--- src/rtl/dvs_event_pkg.sv ---
// Shared types and constants for the UART byte-stream to DVS event framer.
// Pure definitions, no logic, so there is no latency.
// No backpressure here; EVENT_CHECKSUM_EN selects the 6- or 7-byte packet layout.
package dvs_event_pkg;

    // Default sync byte that opens every packet.
    localparam logic [7:0] HDR_BYTE_DEF = 8'hA5;

    // Packet length in bytes, including the header byte.
`ifdef EVENT_CHECKSUM_EN
    localparam int PKT_LEN = 7;
`else
    localparam int PKT_LEN = 6;
`endif

    // Byte positions within a packet.
    localparam int IDX_W = 3;
    localparam logic [IDX_W-1:0] IDX_HDR   = 3'd0;
    localparam logic [IDX_W-1:0] IDX_X_LO  = 3'd1;
    localparam logic [IDX_W-1:0] IDX_Y_LO  = 3'd2;
    localparam logic [IDX_W-1:0] IDX_HI    = 3'd3;
    localparam logic [IDX_W-1:0] IDX_TS_HI = 3'd4;
    localparam logic [IDX_W-1:0] IDX_TS_LO = 3'd5;
    localparam logic [IDX_W-1:0] IDX_CKS   = 3'd6;
    localparam logic [IDX_W-1:0] IDX_LAST  = IDX_W'(PKT_LEN - 1);

    // One decoded sensor event.
    typedef struct packed {
        logic [8:0]  x;
        logic [8:0]  y;
        logic        pol;
        logic [15:0] ts;
    } dvs_event_t;

    // Framer state encoding.
    typedef logic [1:0] fsm_state_t;
    localparam fsm_state_t ST_HUNT    = 2'd0;
    localparam fsm_state_t ST_COLLECT = 2'd1;
    localparam fsm_state_t ST_COMMIT  = 2'd2;

endpackage

--- src/rtl/dvs_event_uart_tx_out_stage.sv ---
// Single-entry valid/ready holding register for decoded events.
// Load to event_vld: 1 cycle. Drain and reload in the same cycle give no bubble.
// A load while full and not drained is refused and reported as overflow.
module event_out_stage
    import dvs_event_pkg::*;
(
    input  logic       clk,
    input  logic       rst,
    input  logic       load_vld,
    input  dvs_event_t load_dat,
    output logic       load_ok,
    output logic       overflow,
    output logic       event_vld,
    output dvs_event_t event_dat,
    input  logic       event_rdy
);

    logic       held_vld;
    dvs_event_t held_dat;

    // The slot can take a new event when it is empty or is draining this cycle.
    assign load_ok   = load_vld && (!held_vld || event_rdy);
    assign overflow  = load_vld && held_vld && !event_rdy;
    assign event_vld = held_vld;
    assign event_dat = held_dat;

    // Hold the event until handshake; a simultaneous load replaces it seamlessly.
    always_ff @(posedge clk) begin
        if (rst) begin
            held_vld <= 1'b0;
            held_dat <= '0;
        end else if (load_ok) begin
            held_vld <= 1'b1;
            held_dat <= load_dat;
        end else if (held_vld && event_rdy) begin
            held_vld <= 1'b0;
        end
    end

endmodule

--- src/rtl/dvs_event_uart_tx.sv ---
// Frames UART bytes (HDR,xl,yl,{pol,y8,x8},tsh,tsl[,xor if EVENT_CHECKSUM_EN]) into range-checked events.
// Latency: last byte strobe to event_valid is 2 cycles (collect -> commit -> output stage).
// rx has no backpressure; a packet that finds the output stage full and not draining is dropped.
module dvs_event_uart_tx
    import dvs_event_pkg::*;
#(
    parameter int         SENSOR_RES     = 320,
    parameter int         TIMEOUT_CYCLES = 12000,
    parameter logic [7:0] HDR_BYTE       = HDR_BYTE_DEF
) (
    input  logic        clk,
    input  logic        rst,
    input  logic        rx_valid,
    input  logic [7:0]  rx_data,
    output logic        event_valid,
    output logic [8:0]  event_x,
    output logic [8:0]  event_y,
    output logic        event_polarity,
    output logic [15:0] event_ts,
    input  logic        event_ready,
    output logic [15:0] stat_pkt_count,
    output logic [7:0]  stat_drop_count,
    output logic        stat_resync
);

    localparam int IDLE_W = $clog2(TIMEOUT_CYCLES + 1);
    localparam logic [IDLE_W-1:0] IDLE_LAST = IDLE_W'(TIMEOUT_CYCLES - 1);

    fsm_state_t         state;
    logic [IDX_W-1:0]   byte_idx;
    logic [IDLE_W-1:0]  idle_cnt;
    dvs_event_t         pkt_ev;
    dvs_event_t         out_ev;

    logic hdr_hit;
    logic byte_in;
    logic commit;
    logic in_range;
    logic cks_pass;
    logic pkt_good;
    logic load_vld;
    logic load_ok;
    logic overflow;
    logic drop;

    // Outside COLLECT (HUNT or the COMMIT cycle) only a sync byte matters.
    assign hdr_hit = (state != ST_COLLECT) && rx_valid && (rx_data == HDR_BYTE);
    assign byte_in = (state == ST_COLLECT) && rx_valid;
    assign commit  = (state == ST_COMMIT);

    // Framer state, byte index and inter-byte idle timer.
    always_ff @(posedge clk) begin
        if (rst) begin
            state       <= ST_HUNT;
            byte_idx    <= '0;
            idle_cnt    <= '0;
            stat_resync <= 1'b0;
        end else begin
            stat_resync <= 1'b0;
            case (state)
                ST_COLLECT: begin
                    if (rx_valid) begin
                        idle_cnt <= '0;
                        if (byte_idx == IDX_LAST) begin
                            state    <= ST_COMMIT;
                            byte_idx <= '0;
                        end else begin
                            byte_idx <= byte_idx + 1'b1;
                        end
                    end else if (idle_cnt == IDLE_LAST) begin
                        state       <= ST_HUNT;
                        byte_idx    <= '0;
                        idle_cnt    <= '0;
                        stat_resync <= 1'b1;
                    end else begin
                        idle_cnt <= idle_cnt + 1'b1;
                    end
                end
                default: begin
                    // HUNT and COMMIT both look for the next sync byte.
                    if (hdr_hit) begin
                        state    <= ST_COLLECT;
                        byte_idx <= IDX_X_LO;
                        idle_cnt <= '0;
                    end else begin
                        state    <= ST_HUNT;
                        byte_idx <= '0;
                    end
                end
            endcase
        end
    end

    // Scatter payload bytes straight into the event fields as they arrive.
    always_ff @(posedge clk) begin
        if (rst) begin
            pkt_ev <= '0;
        end else if (byte_in) begin
            case (byte_idx)
                IDX_X_LO:  pkt_ev.x[7:0]   <= rx_data;
                IDX_Y_LO:  pkt_ev.y[7:0]   <= rx_data;
                IDX_HI: begin
                    pkt_ev.pol  <= rx_data[7];
                    pkt_ev.y[8] <= rx_data[1];
                    pkt_ev.x[8] <= rx_data[0];
                end
                IDX_TS_HI: pkt_ev.ts[15:8] <= rx_data;
                IDX_TS_LO: pkt_ev.ts[7:0]  <= rx_data;
                default: ;
            endcase
        end
    end

`ifdef EVENT_CHECKSUM_EN
    logic [7:0] cks_acc;
    logic       cks_ok;

    // Running XOR of payload bytes; the final byte is compared against it.
    always_ff @(posedge clk) begin
        if (rst) begin
            cks_acc <= '0;
            cks_ok  <= 1'b0;
        end else if (hdr_hit) begin
            cks_acc <= '0;
            cks_ok  <= 1'b0;
        end else if (byte_in) begin
            if (byte_idx == IDX_CKS) begin
                cks_ok <= (cks_acc == rx_data);
            end else begin
                cks_acc <= cks_acc ^ rx_data;
            end
        end
    end

    assign cks_pass = cks_ok;
`else
    assign cks_pass = 1'b1;
`endif

    // Checksum and range are both required; which one failed does not matter for the count.
    assign in_range = (int'(pkt_ev.x) < SENSOR_RES) && (int'(pkt_ev.y) < SENSOR_RES);
    assign pkt_good = cks_pass && in_range;
    assign load_vld = commit && pkt_good;
    assign drop     = commit && (!pkt_good || overflow);

    event_out_stage u_out_stage (
        .clk       (clk),
        .rst       (rst),
        .load_vld  (load_vld),
        .load_dat  (pkt_ev),
        .load_ok   (load_ok),
        .overflow  (overflow),
        .event_vld (event_valid),
        .event_dat (out_ev),
        .event_rdy (event_ready)
    );

    assign event_x        = out_ev.x;
    assign event_y        = out_ev.y;
    assign event_polarity = out_ev.pol;
    assign event_ts       = out_ev.ts;

    // Saturating delivery and drop statistics.
    always_ff @(posedge clk) begin
        if (rst) begin
            stat_pkt_count  <= '0;
            stat_drop_count <= '0;
        end else begin
            if (load_ok && (stat_pkt_count != '1)) begin
                stat_pkt_count <= stat_pkt_count + 1'b1;
            end
            if (drop && (stat_drop_count != '1)) begin
                stat_drop_count <= stat_drop_count + 1'b1;
            end
        end
    end

endmodule

--- config.mk ---
export PLATFORM = sky130hd
export DESIGN_NAME = dvs_event_uart_tx
export DESIGN_NICKNAME = d
export VERILOG_FILES = /design/src/rtl/dvs_event_pkg.sv /design/src/rtl/dvs_event_uart_tx_out_stage.sv /design/src/rtl/dvs_event_uart_tx.sv
export SDC_FILE = /design/constraint.sdc
export NUM_CORES = 1
export LEC_CHECK = 0
export ABC_AREA = 1
export ABC_CLOCK_PERIOD_IN_PS = 1750
export BUFFER_PORTS_ARGS = -buffer_cell sky130_fd_sc_hd__clkbuf_2
export CORE_UTILIZATION = 57
export DETAILED_ROUTE_END_ITERATION = 16
export PLACE_DENSITY = 0.8
export SYNTH_ARGS = -nofsm -noshare
export SYNTH_HDL_FRONTEND = slang
export SYNTH_SLANG_ARGS = --single-unit
--- constraint.sdc ---
create_clock -name clk -period 1.75 [get_ports clk]
set_input_delay 0.2625 -clock clk [delete_from_list [all_inputs] [get_ports clk]]
set_output_delay 0.2625 -clock clk [all_outputs]
set_load 0.05 [all_outputs]
# Word level (Yosys, flattened, before mapping)
# Index checks and enable logic that the tools add are counted.
[word_totals] regBits=115 inputBits=12 output_inout_bits=61 wordCells=82
[classes] add_sub_neg=4 order_cmp=2 n_eq_ne=14 mux=17 n_bitwise=1 n_reduce_logical=26
[ops] op="$mux 14" count=4
[ops] op="$lt 9x9->1 const B" count=2
[ops] op="$add 16x1->16 const B" count=1
[ops] op="$ne 16x16->1 const B" count=1
[ops] op="$add 14x1->14 const B" count=1
[ops] op="$eq 14x14->1 const B" count=1
[ops] op="$logic_and 1x1->1" count=12
[ops] op="$mux 3" count=4
[ops] op="$reduce_and 2->1" count=6
[ops] op="$add 8x1->8 const B" count=1
[ops] op="$eq 8x8->1 const B" count=1
[ops] op="$mux 2" count=4
[ops] op="$ne 8x8->1 const B" count=1
[ops] op="$eq 3x2->1 const B" count=2
[ops] op="$eq 3x3->1 const B" count=2
[ops] op="$ne 3x2->1 const B" count=2
[ops] op="$mux 1" count=5
[ops] op="$reduce_bool 2->1" count=2
[ops] op="$add 3x1->3 const B" count=1
[ops] op="$eq 3x1->1 const B" count=1
[ops] op="$logic_not 1->1" count=3
[ops] op="$reduce_or 3->1" count=1
[ops] op="$eq 2x1->1 const B" count=1
[ops] op="$eq 2x2->1 const B" count=1
[ops] op="other kinds (3)" count=4

# Depth between registers and ports, before layout
[logic_depth] ltp_word=8 depth_mapped=10 ltp_nobuf=10

# By module
# Synthesis repeated with hierarchy kept, for this count alone.
[unflattened] cells_unflattened=779 hier_area_um2=5398.9
[by_module_without_submodules] mod="dvs_event_uart_tx" instances=1 cells_each=543 area_each_um2=3744.8 seq_area_each_um2=1581.5
[by_module_without_submodules] mod="event_out_stage" instances=1 cells_each=236 area_each_um2=1654.1 seq_area_each_um2=720.7

# Worst setup path after synthesis
# No wires, ideal clock.
[synth_timing] path_type="reg2reg" from="register stat_pkt_count[0]" to="register stat_pkt_count[1]" setup_time_ns=0.116 arrival_ns=1.833 required_time_ns=1.634 setup_slack_ns=-0.199 stages_incl_launch_ff=10 path_buffers=1 synth_period_minus_slack_ns=1.949 path_cell_list="dfxtp_1 ha_1 nand3_2 nor3_4 nand3_2 nand2_4 inv_4 buf_6 nor2_1 nor2_1"
[synth_between] elab_chain_cells=2 elab_cells_between_ends=3 classes_between="add/sub: 1; eq/ne: 1; reduce/logical: 1"
[synth_rtl] item="start: declaration" line="dvs_event_uart_tx.sv:21" source="output logic [15:0] stat_pkt_count,"
[synth_rtl] item="start signal: assignment" line="dvs_event_uart_tx.sv:170" source="stat_pkt_count <= stat_pkt_count + 1'b1;"
[synth_rtl] item="branches (longest 2 deep; another with $add 16x1->16)"
# Several ways; the timed one is not identified.
# A chain may end at the register's enable or synchronous reset.

# Worst setup path after layout
[layout_timing] from="register stat_pkt_count[1]" to="register stat_pkt_count[1]"
# The elaborated chain is that of the path after synthesis.

==> impl_metrics.ini <==
[min_path]
holdPathEnd = pkt_ev[25]$_SDFFE_PP0P_
hold_path_class = in2reg
whs_path_depth = 3
min_from = rx_data[1]

[clock_network]
clockRootBuffer = clkbuf_8
cts_buffers = 17
cts_max_path_buffers = 2
path_clk_slew_ns = 0.06
cts_sinks = 115
clock_latency_ns = 0.53
hold_buffers = 0
h-tree-depth = 4
cts_tree = yes

[finish]
final_util_pct = 73.8
nets = 777
syn_to_final_growth_pct = 24.1
antenna_cells = 0
final_layout_size_suffix_gt1_share_pct = 19.8

[timing]
period_share_pct = 99.4
period_needed_ns = 1.74
fmax_mhz = 575
timing.setup.tns_ns = 0
fin_skew_ns = 0.00850
worst_pin_slew_ns = 0.578
relSlewSlack_pct = 61.2
hold_viol = 0
setup_viol = 0
grt_setup_unrepaired = true
drv_slew = 0

[grt]
grt_pass1_wl_um = 19800
antenna_found_initial = 0
grt.total_usage_pct = 28.5
first_global_vias = 4447
grt-ovfl-total = 0
grt_max_degree = 40

[synth]
synth_top_family_by_area = simple AND/OR/NAND/NOR gates
synth_fa_ha_area_share_pct = 1.02
synth_seq_area_share_pct = 46.9
synth_edf_count = 0
yosysTopAreaCell = dfxtp_1
syn_area_per_cell_um2 = 7.27
synth_mux_area_share_pct = 0
syn-instance-count = 675
yosysMostFrequentCell = nor2_1
synth_xor_area_share_pct = 3.21
syn-cell-area_um2 = 4910
synth_flop_cell = dfxtp_1
synth_area_leaders = dfxtp_1, nor2_1, nand2_1
synthSimpleGateAreaFrac_pct = 29.6
synth_fp_nets = 691
ys_seq_elements = 115
ys_types = 38
synthTopCellsByCount = nor2_1, nand2_1, dfxtp_1
synth_warnings = 0
synth_compound_area_share_pct = 13.0
synth.top_cell.area_share_pct = 46.9
async_flop_share_pct = 0

[critical_path]
critPathLaunchType = register
cp_max_fo = 16
slowest_stage = dfxtp_2
cp_num_cells = 8
crit_type = reg2reg
cp.required_ns = 2.16
endpoint_kind = register
rr_worst_depth = 8
r2r-start = stat_pkt_count[1]$_SDFFE_PP0P_
cpPeakStageDelay_ns = 0.39
crit_arrival_ns = 2.15
r2r_slack_ns = 0.01
worstReg2RegEnd = stat_pkt_count[1]$_SDFFE_PP0P_
crit_path_start = stat_pkt_count[1]$_SDFFE_PP0P_
worstPathCellList = ha_4 > nand3_2 > nor3_4 > nand3_4 > nand2_8 > inv_4 > nor2_1 > nor2_1
critPathBufInv = 1
cp_common_cell = nor2_1
critPathTopFamily = simple AND/OR/NAND/NOR gates

[power_and_ir_drop]
ir_worst_vdd_mv = 0.742
power_frac_clock_pct = 56.1
switchingPower_mw = 1.32
p_per_area_nw_per_um2 = 1020
pwr-share-seq_pct = 42.0
intPower_mw = 4.90
switching_share_pct = 21.2
power.leakage_nw = 2.54
pwr-share-comb_pct = 1.9

[run]
maxCapViolations = 0

[routing]
num_vias = 4863
wl_per_cell_um = 14.2
viasPerCell = 5.53
drtIter0Drc = 301
antenna_left = 0
drc = 0
drt-total-wl_um = 12500
dr.pass1.iters = 5

[floorplanning]
die-area_um2 = 8990
die_h_um = 94.8
core_region_area_um2 = 8260
num_io_pins = 73
start_util_pct = 59.4
die_w_um = 94.8
std_cell_rows = 33

[placement]
place_congestion = 0.899
io_buffers = 72
hpwlAfterDp_um = 7920

[status]
outcome = finished, final reports clean
[per-stage QoR]
step	hold WS, ns	std cells	instance area (um2)	worst slack (ns)	total power, mW
global route	0.0177	879	6090	-0.0617	6.40
CTS	0.0191	877	6010	0.0315	6.24
floorplan	0.397	675	4920	0.00987	2.74
detailed placement	0.457	845	5410	0.0568	2.79
finish	0.0244	879	6090	0.0108	6.23
global placement	0.453	845	5410	0.151	2.79
[placed cells by master, fill, tap and decap left out, types with 3 or more instances in the layout]
cell	netlist	final
nand4_1	9	9
nor3_2	2	3
a21oi_1	44	44
nand3_2	4	3
bufinv_16	0	3
inv_1	46	46
xor2_1	16	16
dfxtp_1	115	109
clkinv_4	0	3
nor2_1	156	156
nand2_1	117	116
clkbuf_8	0	3
clkbuf_2	0	72
nand3_1	23	23
nand2_2	2	3
o21ai_0	73	73
nor3_1	14	12
dfxtp_2	0	5
nor2_2	3	3
clkbuf_16	0	16
buf_4	2	16
[flip-flops by register name (all words and copies together), names as in the netlist]
name	cells
state	2
byte_idx	3
stat_drop_count	8
stat_resync	1
idle_cnt	14
u_out_stage.event_dat	35
pkt_ev	35
stat_pkt_count	16
u_out_stage.event_vld	1
[routing by layer]
layer	up-vias	GRT usage (%)	part of all wire, %	wire length (um)
met4	0	14.1	3.1	384
met1	2231	34.8	43	5310
met2	221	45.9	47	5920
li1	2358	-	-	-
met3	53	8.05	6.9	859
met5	-	0	0	0
[power by group through the flow]
stage	sequential (mW)	clock (mW)	combinational, mW
3_5_place_dp	2.68	0	0.112
2_1_floorplan	2.68	0	0.0618
3_3_place_gp	2.68	0	0.111
6_report	2.62	3.49	0.115
4_1_cts	2.62	3.51	0.113
5_1_grt	2.62	3.65	0.126
[worst register-to-register path, cell delays in order, from the launching register on]
cell	delay, ns
dfxtp_2	0.39
ha_4	0.18
nand3_2	0.13
nor3_4	0.32
nand3_4	0.18
nand2_8	0.16
inv_4	0.09
nor2_1	0.12
nor2_1	0.06
[logic make-up after synthesis]
| group | Yosys count |
|---|---|
| flip-flops | 115 |
| AO/OA/AOI/OAI | 125 |
| XOR/XNOR | 18 |
| adder cells (fa/ha/maj) | 4 |
| AND/OR/NAND/NOR | 340 |
| buffers and inverters | 73 |
[worst max path at each step]
| stage | to | slack [ns] |
|---|---|---|
| finish | stat_pkt_count[1]$_SDFFE_PP0P_ | 0.01 |
| global route | stat_pkt_count[1]$_SDFFE_PP0P_ | -0.06 |
| CTS | stat_pkt_count[1]$_SDFFE_PP0P_ | 0.03 |
| detailed placement | stat_pkt_count[9]$_SDFFE_PP0P_ | 0.06 |
| global placement | stat_drop_count[3]$_SDFFE_PP0P_ | 0.15 |
| floorplan | stat_pkt_count[1]$_SDFFE_PP0P_ | 0.01 |
[final cells by class]
cell class / instances / area [um2]
Multi-Input combinational cell: 488 / 2370
Sequential cell: 115 / 2310
Fill cell: 628 / 2160
Timing Repair Buffer: 89 / 492
Clock buffer: 21 / 449
Inverter: 50 / 190
Clock inverter: 11 / 151
Tap cell: 105 / 131
[timing repair]
action,4_1_cts,5_1_grt
resized for setup,0,13
setup endpoints to repair,0,25
buffers inserted,0,1
(Power assumes the default switching activity.)
